===== src/rtl/uart_tx_engine.sv =====
`timescale 1ns/1ps
// ---------------------------------------------------------------------------
// uart_tx_engine
//   UART transmitter with a built-in 1x bit-period timer. It accepts one word
//   per valid/ready handshake and serialises it onto the tx line as:
//   start(0), DATA_BITS data bits LSB-first, optional parity, STOP_BITS stop(1).
//   The baud code, parity settings and data word are latched at accept time,
//   so changes to these inputs never disturb a frame in flight.
//
// Parameters
//   CLOCK_FREQ  system clock in Hz; divisor = (CLOCK_FREQ + baud/2) / baud
//   DATA_BITS   data bits per frame (5..8)
//   STOP_BITS   stop bits per frame (1 or 2)
//
// Ports
//   clock       system clock, rising edge
//   reset_n     asynchronous active-low reset
//   baud_rate   00=2400 01=4800 10=9600 11=19200
//   parity_en   1 = append a parity bit after the data
//   parity_odd  1 = odd parity, 0 = even (only used with parity_en)
//   tx_data     word to send
//   tx_valid    tx_data is valid
//   tx_ready    engine idle and able to accept (combinational)
//   tx          serial line, registered, idles high
//   tx_busy     frame in progress (registered)
//   tx_done     one-cycle pulse at the end of the final stop bit
// ---------------------------------------------------------------------------
module uart_tx_engine #(
    parameter int unsigned CLOCK_FREQ = 100_000_000,
    parameter int unsigned DATA_BITS  = 8,
    parameter int unsigned STOP_BITS  = 1
) (
    input  logic                 clock,
    input  logic                 reset_n,
    input  logic [1:0]           baud_rate,
    input  logic                 parity_en,
    input  logic                 parity_odd,
    input  logic [DATA_BITS-1:0] tx_data,
    input  logic                 tx_valid,
    output logic                 tx_ready,
    output logic                 tx,
    output logic                 tx_busy,
    output logic                 tx_done
);

    // Rounded divisors; each must fit the 16-bit bit-period counter.
    localparam int unsigned DIV_2400  = (CLOCK_FREQ + 1200) / 2400;
    localparam int unsigned DIV_4800  = (CLOCK_FREQ + 2400) / 4800;
    localparam int unsigned DIV_9600  = (CLOCK_FREQ + 4800) / 9600;
    localparam int unsigned DIV_19200 = (CLOCK_FREQ + 9600) / 19200;

    localparam logic [2:0] LAST_DATA = 3'(DATA_BITS - 1);
    localparam logic [2:0] LAST_STOP = 3'(STOP_BITS - 1);

    typedef enum logic [2:0] {
        IDLE,
        START,
        DATA,
        PARITY,
        STOP
    } state_t;

    state_t                 state, state_next;
    logic [15:0]            div_q, div_next;      // latched bit period
    logic [15:0]            cnt_q, cnt_next;      // clocks into current bit
    logic [2:0]             idx_q, idx_next;      // data / stop bit index
    logic [DATA_BITS-1:0]   shift_q, shift_next;  // bit 0 is the one on the line
    logic                   par_en_q, par_en_next;
    logic                   par_bit_q, par_bit_next;
    logic                   tx_next, busy_next, done_next;
    logic                   bit_end;

    function automatic logic [15:0] baud_div(input logic [1:0] code);
        logic [15:0] d;
        case (code)
            2'b00:   d = 16'(DIV_2400);
            2'b01:   d = 16'(DIV_4800);
            2'b10:   d = 16'(DIV_9600);
            default: d = 16'(DIV_19200);
        endcase
        return d;
    endfunction

    assign bit_end  = (cnt_q == div_q - 16'd1);
    assign tx_ready = (state == IDLE);

    always_comb begin
        // NOTE: every signal gets a default before the case so no path leaves
        // one unassigned, which would otherwise infer a latch.
        state_next   = state;
        div_next     = div_q;
        cnt_next     = cnt_q;
        idx_next     = idx_q;
        shift_next   = shift_q;
        par_en_next  = par_en_q;
        par_bit_next = par_bit_q;
        tx_next      = tx;
        busy_next    = tx_busy;
        done_next    = 1'b0;

        // Bit-period timer: runs 0..DIV-1 while a frame is in flight.
        if (state != IDLE) begin
            cnt_next = bit_end ? 16'd0 : cnt_q + 16'd1;
        end

        case (state)
            IDLE: begin
                if (tx_valid) begin
                    state_next   = START;
                    div_next     = baud_div(baud_rate);
                    cnt_next     = 16'd0;
                    shift_next   = tx_data;
                    par_en_next  = parity_en;
                    par_bit_next = (^tx_data) ^ parity_odd;
                    tx_next      = 1'b0;
                    busy_next    = 1'b1;
                end
            end
            START: begin
                if (bit_end) begin
                    state_next = DATA;
                    idx_next   = 3'd0;
                    tx_next    = shift_q[0];
                end
            end
            DATA: begin
                if (bit_end) begin
                    if (idx_q == LAST_DATA) begin
                        idx_next = 3'd0;
                        if (par_en_q) begin
                            state_next = PARITY;
                            tx_next    = par_bit_q;
                        end else begin
                            state_next = STOP;
                            tx_next    = 1'b1;
                        end
                    end else begin
                        idx_next   = idx_q + 3'd1;
                        shift_next = shift_q >> 1;
                        tx_next    = shift_q[1];
                    end
                end
            end
            PARITY: begin
                if (bit_end) begin
                    state_next = STOP;
                    idx_next   = 3'd0;
                    tx_next    = 1'b1;
                end
            end
            STOP: begin
                if (bit_end) begin
                    if (idx_q == LAST_STOP) begin
                        state_next = IDLE;
                        busy_next  = 1'b0;
                        done_next  = 1'b1;
                    end else begin
                        idx_next = idx_q + 3'd1;
                    end
                end
            end
            default: state_next = IDLE;
        endcase
    end

    always_ff @(posedge clock or negedge reset_n) begin
        if (!reset_n) begin
            state     <= IDLE;
            div_q     <= 16'd0;
            cnt_q     <= 16'd0;
            idx_q     <= 3'd0;
            shift_q   <= '0;
            par_en_q  <= 1'b0;
            par_bit_q <= 1'b0;
            tx        <= 1'b1;
            tx_busy   <= 1'b0;
            tx_done   <= 1'b0;
        end else begin
            // NOTE: non-blocking assignments so every register samples the
            // pre-edge values, independent of statement order.
            state     <= state_next;
            div_q     <= div_next;
            cnt_q     <= cnt_next;
            idx_q     <= idx_next;
            shift_q   <= shift_next;
            par_en_q  <= par_en_next;
            par_bit_q <= par_bit_next;
            tx        <= tx_next;
            tx_busy   <= busy_next;
            tx_done   <= done_next;
        end
    end

endmodule


===== config.mk =====
export PLATFORM = sky130hd
export DESIGN_NAME = uart_tx_engine
export DESIGN_NICKNAME = d
export VERILOG_FILES = /design/src/rtl/uart_tx_engine.sv
export SDC_FILE = /design/constraint.sdc
export NUM_CORES = 1
export LEC_CHECK = 0
export ABC_AREA = 1
export BUFFER_PORTS_ARGS = -buffer_cell sky130_fd_sc_hd__buf_2
export CELL_PAD_IN_SITES_DETAIL_PLACEMENT = 0
export CELL_PAD_IN_SITES_GLOBAL_PLACEMENT = 1
export CORE_UTILIZATION = 45
export DETAILED_ROUTE_END_ITERATION = 8
export GPL_ROUTABILITY_DRIVEN = 0
export HOLD_SLACK_MARGIN = 0.12
export MAX_ROUTING_LAYER = met4
export PLACE_DENSITY = 0.83
export SYNTH_ARGS = -nofsm -noshare
export SYNTH_HDL_FRONTEND = slang
export SYNTH_SLANG_ARGS = --single-unit

===== constraint.sdc =====
create_clock -name clock -period 3.1 [get_ports clock]
set_input_delay 0.155 -clock clock [delete_from_list [all_inputs] [get_ports clock]]
set_output_delay 0.155 -clock clock [all_outputs]
set_load 0.05 [all_outputs]

==> results.json <==
{
  "syn2layout_area_growth_pct": 10.3,
  "cp_max_fo": 7,
  "fin_util_pct": 52.6,
  "syn_area_um2": 3100,
  "grt_overflow": 0,
  "max-slew-margin-rel_pct": 31.8,
  "cap_viol_max_count": 0,
  "clk_pin_slew_ns": 0.09,
  "peakVddDrop_mv": 0.457,
  "synth.distinct_cells": 36,
  "cp_top_family": "simple AND/OR/NAND/NOR gates",
  "numCtsBuffers": 5,
  "power.share.switching_pct": 46.6,
  "cp_num_buf_inv": 2,
  "cts_setup_buffers": 0,
  "diodes": 0,
  "power.density_nw_per_um2": 884,
  "clkPwrFrac_pct": 18.1,
  "drive_above_1_share_pct": 14.6,
  "dp_hpwl_um": 5360,
  "crit_path_end_kind": "register",
  "cts_hold_buf": 3,
  "grt_pass1_vias": 2572,
  "layout_min_cycle_time_ns": 2.63,
  "ys_seq_area_share_pct": 36.4,
  "ys_warn_count": 0,
  "die_w_um": 84.9,
  "timing.fmax_mhz": 381,
  "synth_top_family_by_area": "simple AND/OR/NAND/NOR gates",
  "outcome": "completed",
  "clock_latency_ns": 0.31,
  "hold_viol_final": 0,
  "routedWlPerCell_um": 13.8,
  "cts.sinks": 45,
  "syn_inst": 414,
  "portBuffers": 18,
  "viasPerCell": 5.19,
  "synth-adder-area-share_pct": 4.85,
  "dieHeight_um": 84.9,
  "fin_nets": 463,
  "grt_use_total_pct": 22.1,
  "synth.avg_cell_area_um2": 7.48,
  "cts_buffer_depth": 2,
  "mappedNetlistNets": 441,
  "intPower_mw": 1.61,
  "finClkSkew_ns": 0.00684,
  "drc_errors": 0,
  "synth_mux_area_share_pct": 1.94,
  "cp-start-kind": "register",
  "ant_nets": 0,
  "ios": 19,
  "path_cells": "inv_2 -> ha_1 -> ha_1 -> nand2_1 -> inv_1 -> nor2_1 -> nand2_1 -> nor2_1 -> nand2_1 -> nor2_1 -> nand3_2 -> nor2_4 -> nand2_4 -> nand2_1 -> nand2_1 -> and3_1",
  "required_ns": 3.30,
  "crit_arrival_ns": 2.82,
  "cts_tree": "yes",
  "cts_root_buf": "clkbuf_8",
  "htreeDepth": 2,
  "worstSetupPathType": "register to register",
  "hold_path_class": "primary input to register",
  "synthSimpleGateAreaFrac_pct": 31.8,
  "cpMostUsedCell": "nand2_1",
  "synth_xor_area_share_pct": 6.51,
  "fin_crit_sh_pct": 84.7,
  "synth-compound-area-share_pct": 10.5,
  "synth-seq-cells": 45,
  "crit_slowest_cell": "dfrtp_1",
  "p_leak_nw": 1.68,
  "wl_um": 7100,
  "rsz0062_at_grt": "no",
  "slowest_delay_ns": 0.41,
  "grt_max_degree": 46,
  "die_area_um2": 7210,
  "drv_slew": 0,
  "worst_pin_slew_ns": 1.02,
  "grt_pass1_wl_um": 12000,
  "drtIter0Drc": 152,
  "dr.pass1.iters": 4,
  "initial_utilization_pct": 47.7,
  "power_frac_seq_pct": 31.9,
  "cts_resized": 0,
  "comb_power_share_pct": 49.9,
  "holdWs_ns": 0.162,
  "antenna_found_initial": 0,
  "switchingPower_mw": 1.41,
  "row_count": 29,
  "vias": 2669,
  "fin_tns_setup_ns": 0,
  "coreArea_um2": 6490,
  "setup_viol": 0
}
## logic make-up (layout without fill, tap and decap cells)
family | Yosys count | count (layout)
adder cells (fa/ha/maj) | 12 | 12
buffers and inverters | 61 | 84
AND/OR/NAND/NOR | 212 | 212
flip-flops | 45 | 45
AO/OA/AOI/OAI | 55 | 55
XOR/XNOR | 23 | 23
multiplexers | 6 | 6
## worst min-delay path, stage by stage
cell	delay, ns
buf_2	0.09
mux2i_1	0.07
o21ai_2	0.12
## cell usage in the layout (no fill, tap or decap), types with 4 or more instances in the layout
cell / synthesis / layout
inv_1: 49 / 49
dfrtp_1: 44 / 44
xor2_1: 12 / 12
nor2_2: 9 / 9
o21ai_0: 23 / 23
inv_2: 4 / 4
clkbuf_8: 0 / 5
nand2_4: 4 / 4
nor2_1: 36 / 36
mux2i_1: 6 / 6
nand4_1: 9 / 9
a21oi_1: 16 / 16
nand2_1: 108 / 108
ha_1: 12 / 12
buf_2: 2 / 18
o21ai_2: 7 / 7
xnor2_1: 11 / 11
nand3_1: 29 / 29
## power by group through the flow
stage,Clock (mW),Combinational (mW),Sequential (mW)
3_3_place_gp,0,1.49,0.975
4_1_cts,0.566,1.51,0.967
5_1_grt,0.585,1.71,0.990
2_1_floorplan,0,1.22,0.933
6_report,0.547,1.51,0.965
3_5_place_dp,0,1.50,0.976
## cell usage after synthesis, drive strengths merged
cell      n  area, um^2
nand2   115         469
nand4     9        56.3
nor2     48         225
xnor2    11        96.3
a32o      1        10.0
dfrtp    44        1100
inv      53         199
mux2i     6        60.1
nor3      3        25.0
nor3b     3        22.5
a22oi     2        15.0
o21ai    32         186
a21oi    17        88.8
o21bai    2        15.0
or2       1        6.26
o211a     1        10.0
nand3b    1        7.51
ha       12         150
buf       4        32.5
xor2     12         105
dfstp     1        26.3
clkbuf    4        16.3
nand3    31         165
and3      1        6.26
## cell type report
cell class / instances / area [um^2]
clock buffer: 5 / 68.8
clock inverter: 3 / 68.8
fill: 654 / 3080
inverter: 53 / 199
multi-input combinational: 308 / 1720
sequential: 45 / 1130
tap: 77 / 96.3
timing repair buffer: 23 / 135
## sequential cells by signal, summed over array words and instances (netlist names)
signal	count
state	3
idx_q	3
div_q	10
tx_busy	1
par_bit_q	1
par_en_q	1
tx_done	1
cnt_q	16
tx	1
shift_q	8
## path summary, 6_finish.rpt
kind / slack, ns / to / start / cells after the start
worst min-delay path: 0.16 / shift_q[3]$_DFFE_PN0P_ / tx_data[3] / 3
min in group asynchronous: 0.55 / div_q[14]$_DFFE_PN0P_ / reset_n / 2
worst min register to register: 0.49 / shift_q[1]$_DFFE_PN0P_ / shift_q[1]$_DFFE_PN0P_ / 2
max in group asynchronous: 1.91 / cnt_q[9]$_DFF_PN0_ / reset_n / 2
worst max register to register: 0.47 / cnt_q[9]$_DFF_PN0_ / div_q[9]$_DFFE_PN0P_ / 16
worst max-delay path: 0.47 / cnt_q[9]$_DFF_PN0_ / div_q[9]$_DFFE_PN0P_ / 16
## through the flow
stage,worst slack [ns],instance area [um^2],cells,power [mW]
floorplan,0.825,3100,414,2.15
global placement,0.607,3250,503,2.47
detailed placement,0.504,3250,503,2.47
CTS,0.475,3420,514,3.04
global route,0.240,3420,514,3.28
finish,0.474,3420,514,3.02
## routing by layer
metal  vias to the layer above  track usage (%)  wire length (um)
met2                        56             35.5              3350
met3                        14             3.79               237
met1                      1230             28.1              3320
li1                       1369                -                 -
met4                         0             8.01               184
met5                         -                -                 0
No activity file was read; power rests on OpenSTA's default activity.
